$ cat src/rtl/axi_addr_demux.sv
// axi_addr_demux: routes one AXI4 master to NUM_M downstream ports by address range.
// Port i is selected when (ADDR & M_MASK[i]) == M_BASE[i]; the lowest matching index wins.
// Unmapped accesses go to an internal error sink that answers with DECERR.
// Ports:
//   sys_clk, RSTn  - clock, asynchronous active-low reset
//   S_AXI_*        - core-side slave interface (AW, W, B, AR, R channels)
//   M_AXI_*        - NUM_M flattened master interfaces, port i at slice i
// Outstanding bursts per direction all target one port; switching targets waits for a drain.
module axi_addr_demux #(
  parameter int unsigned NUM_M    = 2,
  parameter int unsigned ADDR_W   = 64,
  parameter int unsigned DATA_W   = 64,
  parameter int unsigned ID_W     = 4,
  parameter int unsigned MAX_OUTS = 4,
  parameter logic [NUM_M*ADDR_W-1:0] M_BASE = {64'h8000_0000, 64'h0},
  parameter logic [NUM_M*ADDR_W-1:0] M_MASK = {64'hFFFF_FFFF_8000_0000, 64'hFFFF_FFFF_8000_0000}
) (
  input  logic                      sys_clk,
  input  logic                      RSTn,
  // core side
  input  logic [ID_W-1:0]           S_AXI_AWID,
  input  logic [ADDR_W-1:0]         S_AXI_AWADDR,
  input  logic [7:0]                S_AXI_AWLEN,
  input  logic [2:0]                S_AXI_AWSIZE,
  input  logic [1:0]                S_AXI_AWBURST,
  input  logic                      S_AXI_AWLOCK,
  input  logic [3:0]                S_AXI_AWCACHE,
  input  logic [2:0]                S_AXI_AWPROT,
  input  logic                      S_AXI_AWVALID,
  output logic                      S_AXI_AWREADY,
  input  logic [DATA_W-1:0]         S_AXI_WDATA,
  input  logic [DATA_W/8-1:0]       S_AXI_WSTRB,
  input  logic                      S_AXI_WLAST,
  input  logic                      S_AXI_WVALID,
  output logic                      S_AXI_WREADY,
  output logic [ID_W-1:0]           S_AXI_BID,
  output logic [1:0]                S_AXI_BRESP,
  output logic                      S_AXI_BVALID,
  input  logic                      S_AXI_BREADY,
  input  logic [ID_W-1:0]           S_AXI_ARID,
  input  logic [ADDR_W-1:0]         S_AXI_ARADDR,
  input  logic [7:0]                S_AXI_ARLEN,
  input  logic [2:0]                S_AXI_ARSIZE,
  input  logic [1:0]                S_AXI_ARBURST,
  input  logic                      S_AXI_ARLOCK,
  input  logic [3:0]                S_AXI_ARCACHE,
  input  logic [2:0]                S_AXI_ARPROT,
  input  logic                      S_AXI_ARVALID,
  output logic                      S_AXI_ARREADY,
  output logic [ID_W-1:0]           S_AXI_RID,
  output logic [DATA_W-1:0]         S_AXI_RDATA,
  output logic [1:0]                S_AXI_RRESP,
  output logic                      S_AXI_RLAST,
  output logic                      S_AXI_RVALID,
  input  logic                      S_AXI_RREADY,
  // downstream ports
  output logic [NUM_M*ID_W-1:0]     M_AXI_AWID,
  output logic [NUM_M*ADDR_W-1:0]   M_AXI_AWADDR,
  output logic [NUM_M*8-1:0]        M_AXI_AWLEN,
  output logic [NUM_M*3-1:0]        M_AXI_AWSIZE,
  output logic [NUM_M*2-1:0]        M_AXI_AWBURST,
  output logic [NUM_M-1:0]          M_AXI_AWLOCK,
  output logic [NUM_M*4-1:0]        M_AXI_AWCACHE,
  output logic [NUM_M*3-1:0]        M_AXI_AWPROT,
  output logic [NUM_M-1:0]          M_AXI_AWVALID,
  input  logic [NUM_M-1:0]          M_AXI_AWREADY,
  output logic [NUM_M*DATA_W-1:0]   M_AXI_WDATA,
  output logic [NUM_M*DATA_W/8-1:0] M_AXI_WSTRB,
  output logic [NUM_M-1:0]          M_AXI_WLAST,
  output logic [NUM_M-1:0]          M_AXI_WVALID,
  input  logic [NUM_M-1:0]          M_AXI_WREADY,
  input  logic [NUM_M*ID_W-1:0]     M_AXI_BID,
  input  logic [NUM_M*2-1:0]        M_AXI_BRESP,
  input  logic [NUM_M-1:0]          M_AXI_BVALID,
  output logic [NUM_M-1:0]          M_AXI_BREADY,
  output logic [NUM_M*ID_W-1:0]     M_AXI_ARID,
  output logic [NUM_M*ADDR_W-1:0]   M_AXI_ARADDR,
  output logic [NUM_M*8-1:0]        M_AXI_ARLEN,
  output logic [NUM_M*3-1:0]        M_AXI_ARSIZE,
  output logic [NUM_M*2-1:0]        M_AXI_ARBURST,
  output logic [NUM_M-1:0]          M_AXI_ARLOCK,
  output logic [NUM_M*4-1:0]        M_AXI_ARCACHE,
  output logic [NUM_M*3-1:0]        M_AXI_ARPROT,
  output logic [NUM_M-1:0]          M_AXI_ARVALID,
  input  logic [NUM_M-1:0]          M_AXI_ARREADY,
  input  logic [NUM_M*ID_W-1:0]     M_AXI_RID,
  input  logic [NUM_M*DATA_W-1:0]   M_AXI_RDATA,
  input  logic [NUM_M*2-1:0]        M_AXI_RRESP,
  input  logic [NUM_M-1:0]          M_AXI_RLAST,
  input  logic [NUM_M-1:0]          M_AXI_RVALID,
  output logic [NUM_M-1:0]          M_AXI_RREADY
);

  localparam int unsigned SelW = $clog2(NUM_M + 1);
  localparam int unsigned CntW = $clog2(MAX_OUTS + 1);
  localparam logic [SelW-1:0] ErrSel = SelW'(NUM_M);
  localparam logic [CntW-1:0] MaxCnt = CntW'(MAX_OUTS);

  function automatic logic [SelW-1:0] decode(input logic [ADDR_W-1:0] addr);
    logic [SelW-1:0] sel;
    sel = ErrSel;
    // Scan downwards so the lowest matching index is the one left standing.
    for (int i = NUM_M - 1; i >= 0; i--) begin
      if ((addr & M_MASK[i*ADDR_W +: ADDR_W]) == M_BASE[i*ADDR_W +: ADDR_W]) sel = SelW'(i);
    end
    return sel;
  endfunction

  // State
  logic [CntW-1:0] aw_cnt_q, aw_cnt_d, wpend_q, wpend_d, ar_cnt_q, ar_cnt_d;
  logic [SelW-1:0] w_tgt_q, r_tgt_q;
  logic            err_bvalid_q, err_ract_q;
  logic [ID_W-1:0] err_bid_q, err_rid_q;
  logic [7:0]      err_rcnt_q;

  // Broadcast pass-through fields; only handshakes are steered.
  assign M_AXI_AWID    = {NUM_M{S_AXI_AWID}};
  assign M_AXI_AWADDR  = {NUM_M{S_AXI_AWADDR}};
  assign M_AXI_AWLEN   = {NUM_M{S_AXI_AWLEN}};
  assign M_AXI_AWSIZE  = {NUM_M{S_AXI_AWSIZE}};
  assign M_AXI_AWBURST = {NUM_M{S_AXI_AWBURST}};
  assign M_AXI_AWLOCK  = {NUM_M{S_AXI_AWLOCK}};
  assign M_AXI_AWCACHE = {NUM_M{S_AXI_AWCACHE}};
  assign M_AXI_AWPROT  = {NUM_M{S_AXI_AWPROT}};
  assign M_AXI_WDATA   = {NUM_M{S_AXI_WDATA}};
  assign M_AXI_WSTRB   = {NUM_M{S_AXI_WSTRB}};
  assign M_AXI_WLAST   = {NUM_M{S_AXI_WLAST}};
  assign M_AXI_ARID    = {NUM_M{S_AXI_ARID}};
  assign M_AXI_ARADDR  = {NUM_M{S_AXI_ARADDR}};
  assign M_AXI_ARLEN   = {NUM_M{S_AXI_ARLEN}};
  assign M_AXI_ARSIZE  = {NUM_M{S_AXI_ARSIZE}};
  assign M_AXI_ARBURST = {NUM_M{S_AXI_ARBURST}};
  assign M_AXI_ARLOCK  = {NUM_M{S_AXI_ARLOCK}};
  assign M_AXI_ARCACHE = {NUM_M{S_AXI_ARCACHE}};
  assign M_AXI_ARPROT  = {NUM_M{S_AXI_ARPROT}};

  logic [SelW-1:0] aw_sel, ar_sel;
  logic aw_err, ar_err, can_aw, can_ar, aw_hs, ar_hs, aw_rdy, ar_rdy;
  logic w_act, w_err, w_last_hs, b_act, bvalid, b_hs;
  logic r_act, r_err, rvalid, rlast, r_last_hs, r_hs;
  logic [ID_W-1:0] bid, rid;
  logic [1:0] bresp, rresp;
  logic [DATA_W-1:0] rdata;

  // Write address, data and response steering
  always_comb begin
    aw_sel = decode(S_AXI_AWADDR);
    aw_err = (aw_sel == ErrSel);
    // Only one error burst at a time, so ERR never joins an outstanding group.
    can_aw = RSTn && ((aw_cnt_q == '0) || ((aw_sel == w_tgt_q) && !aw_err)) &&
             (aw_cnt_q < MaxCnt);
    aw_rdy = aw_err;
    M_AXI_AWVALID = '0;
    w_act = RSTn && (wpend_q != '0);
    w_err = (w_tgt_q == ErrSel);
    S_AXI_WREADY = w_act && w_err;
    M_AXI_WVALID = '0;
    b_act  = RSTn && (aw_cnt_q != '0);
    bvalid = b_act && w_err && err_bvalid_q;
    bid    = err_bid_q;
    bresp  = 2'b11;
    M_AXI_BREADY = '0;
    for (int i = 0; i < NUM_M; i++) begin
      if (aw_sel == SelW'(i)) begin
        aw_rdy = M_AXI_AWREADY[i];
        M_AXI_AWVALID[i] = S_AXI_AWVALID && can_aw;
      end
      if (w_tgt_q == SelW'(i)) begin
        S_AXI_WREADY    = w_act && M_AXI_WREADY[i];
        M_AXI_WVALID[i] = w_act && S_AXI_WVALID;
        bvalid          = b_act && M_AXI_BVALID[i];
        bid             = M_AXI_BID[i*ID_W +: ID_W];
        bresp           = M_AXI_BRESP[i*2 +: 2];
        M_AXI_BREADY[i] = b_act && S_AXI_BREADY;
      end
    end
    S_AXI_AWREADY = can_aw && aw_rdy;
    aw_hs        = S_AXI_AWVALID && S_AXI_AWREADY;
    w_last_hs    = S_AXI_WVALID && S_AXI_WREADY && S_AXI_WLAST;
    S_AXI_BVALID = bvalid;
    S_AXI_BID    = bvalid ? bid : '0;
    S_AXI_BRESP  = bvalid ? bresp : 2'b00;
    b_hs         = bvalid && S_AXI_BREADY;
  end

  // Read address and data steering
  always_comb begin
    ar_sel = decode(S_AXI_ARADDR);
    ar_err = (ar_sel == ErrSel);
    can_ar = RSTn && ((ar_cnt_q == '0) || ((ar_sel == r_tgt_q) && !ar_err)) &&
             (ar_cnt_q < MaxCnt);
    ar_rdy = ar_err;
    M_AXI_ARVALID = '0;
    r_act  = RSTn && (ar_cnt_q != '0);
    r_err  = (r_tgt_q == ErrSel);
    rvalid = r_act && r_err && err_ract_q;
    rid    = err_rid_q;
    rdata  = '0;
    rresp  = 2'b11;
    rlast  = (err_rcnt_q == 8'd0);
    M_AXI_RREADY = '0;
    for (int i = 0; i < NUM_M; i++) begin
      if (ar_sel == SelW'(i)) begin
        ar_rdy = M_AXI_ARREADY[i];
        M_AXI_ARVALID[i] = S_AXI_ARVALID && can_ar;
      end
      if (r_tgt_q == SelW'(i)) begin
        rvalid          = r_act && M_AXI_RVALID[i];
        rid             = M_AXI_RID[i*ID_W +: ID_W];
        rdata           = M_AXI_RDATA[i*DATA_W +: DATA_W];
        rresp           = M_AXI_RRESP[i*2 +: 2];
        rlast           = M_AXI_RLAST[i];
        M_AXI_RREADY[i] = r_act && S_AXI_RREADY;
      end
    end
    S_AXI_ARREADY = can_ar && ar_rdy;
    ar_hs        = S_AXI_ARVALID && S_AXI_ARREADY;
    S_AXI_RVALID = rvalid;
    S_AXI_RID    = rvalid ? rid : '0;
    S_AXI_RDATA  = rvalid ? rdata : '0;
    S_AXI_RRESP  = rvalid ? rresp : 2'b00;
    S_AXI_RLAST  = rvalid && rlast;
    r_hs         = rvalid && S_AXI_RREADY;
    r_last_hs    = r_hs && rlast;
  end

  always_comb begin
    aw_cnt_d = aw_cnt_q;
    if (aw_hs && !b_hs)      aw_cnt_d = aw_cnt_q + CntW'(1);
    else if (!aw_hs && b_hs) aw_cnt_d = aw_cnt_q - CntW'(1);
    wpend_d = wpend_q;
    if (aw_hs && !w_last_hs)      wpend_d = wpend_q + CntW'(1);
    else if (!aw_hs && w_last_hs) wpend_d = wpend_q - CntW'(1);
    ar_cnt_d = ar_cnt_q;
    if (ar_hs && !r_last_hs)      ar_cnt_d = ar_cnt_q + CntW'(1);
    else if (!ar_hs && r_last_hs) ar_cnt_d = ar_cnt_q - CntW'(1);
  end

  always_ff @(posedge sys_clk or negedge RSTn) begin
    if (!RSTn) begin
      aw_cnt_q     <= '0;
      wpend_q      <= '0;
      ar_cnt_q     <= '0;
      w_tgt_q      <= '0;
      r_tgt_q      <= '0;
      err_bvalid_q <= 1'b0;
      err_bid_q    <= '0;
      err_ract_q   <= 1'b0;
      err_rid_q    <= '0;
      err_rcnt_q   <= '0;
    end else begin
      aw_cnt_q <= aw_cnt_d;
      wpend_q  <= wpend_d;
      ar_cnt_q <= ar_cnt_d;
      if (aw_hs) w_tgt_q <= aw_sel;
      if (ar_hs) r_tgt_q <= ar_sel;
      if (aw_hs && aw_err) err_bid_q <= S_AXI_AWID;
      // Error B goes out the cycle after WLAST is swallowed.
      if (w_last_hs && w_err)  err_bvalid_q <= 1'b1;
      else if (b_hs && w_err)  err_bvalid_q <= 1'b0;
      if (ar_hs && ar_err) begin
        err_ract_q <= 1'b1;
        err_rcnt_q <= S_AXI_ARLEN;
        err_rid_q  <= S_AXI_ARID;
      end else if (r_hs && r_err) begin
        if (rlast) err_ract_q <= 1'b0;
        else       err_rcnt_q <= err_rcnt_q - 8'd1;
      end
    end
  end

endmodule
$ cat config.mk
export PLATFORM = sky130hd
export DESIGN_NAME = axi_addr_demux
export DESIGN_NICKNAME = d
export VERILOG_FILES = /design/src/rtl/axi_addr_demux.sv
export SDC_FILE = /design/constraint.sdc
export NUM_CORES = 1
export LEC_CHECK = 0
export CORE_AREA = 2 2 390 392
export CTS_CLUSTER_DIAMETER = 40
export DETAILED_ROUTE_END_ITERATION = 8
export DIE_AREA = 0 0 392 394
export PLACE_DENSITY_LB_ADDON = 0.25
export SYNTH_ARGS = -nofsm -noshare
export SYNTH_HDL_FRONTEND = slang
export SYNTH_SLANG_ARGS = --single-unit
$ cat constraint.sdc
create_clock -name sys_clk -period 3.35 [get_ports sys_clk]
set_input_delay 0.335 -clock sys_clk [delete_from_list [all_inputs] [get_ports sys_clk]]
set_output_delay 0.335 -clock sys_clk [all_outputs]
set_load 0.005 [all_outputs]
==> results.yml <==
status:
  status: "complete, no violations"
global_route:
  antenna_found_initial: 13
  grt_remaining_overflow: 0
  grt_pass1_wl_mm: 74.95
  track_usage: 0.07649
  grt_max_degree: 65
  grt_pass1_vias: 6519
power:
  peakVddDrop_uv: 170.6
  leakage_nw: 3.631
  p_per_area_mw_per_mm2: 300.3
drt:
  vias: 6065
  vias_per_cell: 2.010
  post_drt_wl_per_cell_um: 20.38
  drc: 0
  dr.pass1.iters: 4
  final_antenna_net_count: 0
  wl_mm: 61.48
  drt_iter0_markers: 212
cts:
  cts_tree: "built"
  path_clk_slew_ps: 60
  root_buffer: "clkbuf_16"
  cts_sinks: 31
  clkLatencyLatePin_ps: 320
  cts_buffers: 5
  h-tree-depth: 2
  ctsLongestPathBuffers: 2
timing:
  rsz0062_at_grt: "no"
  finClkSkew_ps: 11.00
  worst_pin_slew_ps: 757.2
  drv_slew: 0
  min_period_ps: 3222
  setup_violations: 0
  hold-worst-slack_ps: 191.7
  fmax_ghz: 0.3104
  worst_slack_ps: 128.1
  final_hold_viol_count: 0
  fin_crit_sh: 0.9618
  maxSlewHeadroom: 0.4888
yosys:
  synth_edf_count: 0
  syn_nets: 1349
  synth_ff_type: "dfrtp_1"
  syn_inst: 920
  ys_warn_count: 0
  async_flop_share: 1.000
  yosysSeqAreaShare: 0.1086
  netlist-cell-type-count: 52
  ys_ff_latch: 31
  synthesis.area_mm2: 0.007143
  synthesis.area_per_instance_um2: 7.764
final_layout:
  finish.utilization: 0.07821
  final_common_cell: "clkdlybuf4s50_1"
  synthToLayoutAreaGrowth_pct: 64.95
  final_cell_area_mm2: 0.01178
  final_cell_mix: "477 x clkdlybuf4s50_1, 99 x nor2_1, 90 x buf_4"
  drive_gt1_frac: 0.1434
  fin_nets: 1411
floorplanning:
  core_area_mm2: 0.1507
  die-area_mm2: 0.1544
  fp.dieH_um: 394
  num_rows: 143
  start_util: 0.04741
  die-width_um: 392
  pin_count: 1016
setup_path:
  crit_required_ps: 3010
  crit_path_max_fanout: 2
  cp.arrival_ps: 2890
  crit_path_start_kind: "input pin"
  worst-setup-path-type: "in -> out"
  cp-end-kind: "output pin"
place:
  dp_hpwl_mm: 56.92
  gp_congestion: 0.7576
  place_ws_ps: -411.4
  port_buffers: 511
  dpl-instance-area_mm2: 0.01157
job:
  max_cap_violations: 0
min_path:
  hold_class: "in -> async"
area by class of cell:
type	count	area [µm²]
Fill cell	17818	138900
Timing Repair Buffer	584	5776
Tap cell	2030	2540
Antenna cell	4	10.01
Inverter	12	45.04
Sequential cell	31	779.5
Multi-Input combinational cell	348	2476
Clock buffer	8	156.4
cell families after synthesis:
| logic type | share of synthesized area |
|---|---|
| buf+inv | 0.5521 |
| simple gates | 0.1244 |
| mux | 0.1440 |
| compound gates | 0.03591 |
| flops | 0.1086 |
| xor+xnor | 0.01962 |
| fa+ha+maj | 0.01541 |
final timing paths:
check,start,to,slack [ps],depth (start not counted)
max,S_AXI_ARADDR[55],S_AXI_ARREADY,130,10
min,RSTn,aw_cnt_q[1],190,2
max reg2reg,err_rcnt_q[0],ar_cnt_q[1],520,11
min reg2reg,wpend_q[2],wpend_q[2],500,1
max in group asynchronous,RSTn,r_tgt_q[0],2580,3
min in group sys_clk,wpend_q[2],wpend_q[2],500,1
per-layer routing:
layer,track usage,wire length (µm),up-vias
met5,0.007837,170,-
met4,0.02136,1408,6
met3,0.04116,8069,92
met2,0.1333,30060,635
met1,0.07804,21770,2729
li1,-,-,2603
power breakdown:
group	switching [mW]	internal [mW]	total (mW)
clock network	0.248	0.319	0.567
logic	1.02	1.19	2.20
registers	0.214	0.553	0.767
per-stage QoR:
stage	instances	power (mW)	setup TNS, ps
finish	3017	3.538	0
global placement	3005	3.087	-2435
CTS	3013	3.726	0
detailed placement	3005	3.095	-2091
global route	3014	3.859	0
floorplan	920	1.954	0
Yosys cell counts, types with 2 or more instances:
| library cell | count | area, µm² |
|---|---|---|
| buf_4 | 502 | 3769 |
| nor2_1 | 99 | 371.6 |
| mux2i_1 | 78 | 780.8 |
| dfrtp_1 | 31 | 775.7 |
| nand2_1 | 22 | 82.58 |
| nor4_1 | 19 | 118.9 |
| clkbuf_1 | 14 | 52.55 |
| mux2_2 | 13 | 146.4 |
| inv_1 | 12 | 45.04 |
| nor3_1 | 10 | 50.05 |
| a21oi_1 | 9 | 45.04 |
| o21ai_0 | 8 | 40.04 |
| xnor2_1 | 8 | 70.07 |
| xor2_1 | 8 | 70.07 |
| buf_1 | 7 | 26.28 |
| nand3_1 | 6 | 30.03 |
| nor2b_1 | 6 | 37.54 |
| a211oi_1 | 5 | 37.54 |
| mux2_1 | 5 | 56.30 |
| nand2b_1 | 5 | 31.28 |
| buf_2 | 4 | 20.02 |
| ha_1 | 4 | 50.05 |
| nor3b_1 | 4 | 30.03 |
| fa_1 | 3 | 60.06 |
| mux2_4 | 3 | 45.04 |
| o31ai_1 | 3 | 22.52 |
| and3b_1 | 2 | 17.52 |
| nand3b_1 | 2 | 15.01 |
| nand4_1 | 2 | 12.51 |
| nand4b_1 | 2 | 17.52 |
| o21a_1 | 2 | 15.01 |
| o31a_1 | 2 | 17.52 |
repair_timing:
action | CTS | global route
setup buffers | 0 | 0
endpoints found under the hold margin | 0 | 0
cloned | 0 | 0
setup endpoints to repair | 4 | 9
gates resized for setup | 3 | 5
pin swaps | 0 | 1
hold buffers | 0 | 0
flip-flops by register name, indices dropped and copies added, names as in the netlist:
signal / count
err_rcnt_q: 8
w_tgt_q: 2
wpend_q: 3
err_rid_q: 4
ar_cnt_q: 3
err_bvalid_q: 1
aw_cnt_q: 3
err_ract_q: 1
err_bid_q: 4
r_tgt_q: 2
critical path, stage by stage:
cell and delay, ps:
clkdlybuf4s50_1 450, nor4_2 290, buf_4 150, nand2_1 100, or4_4 550, o32a_1 340
buf_4 140, nor4b_2 240, buf_4 160, buf_12 120
Note: power is estimated with default switching activity, not from simulation.
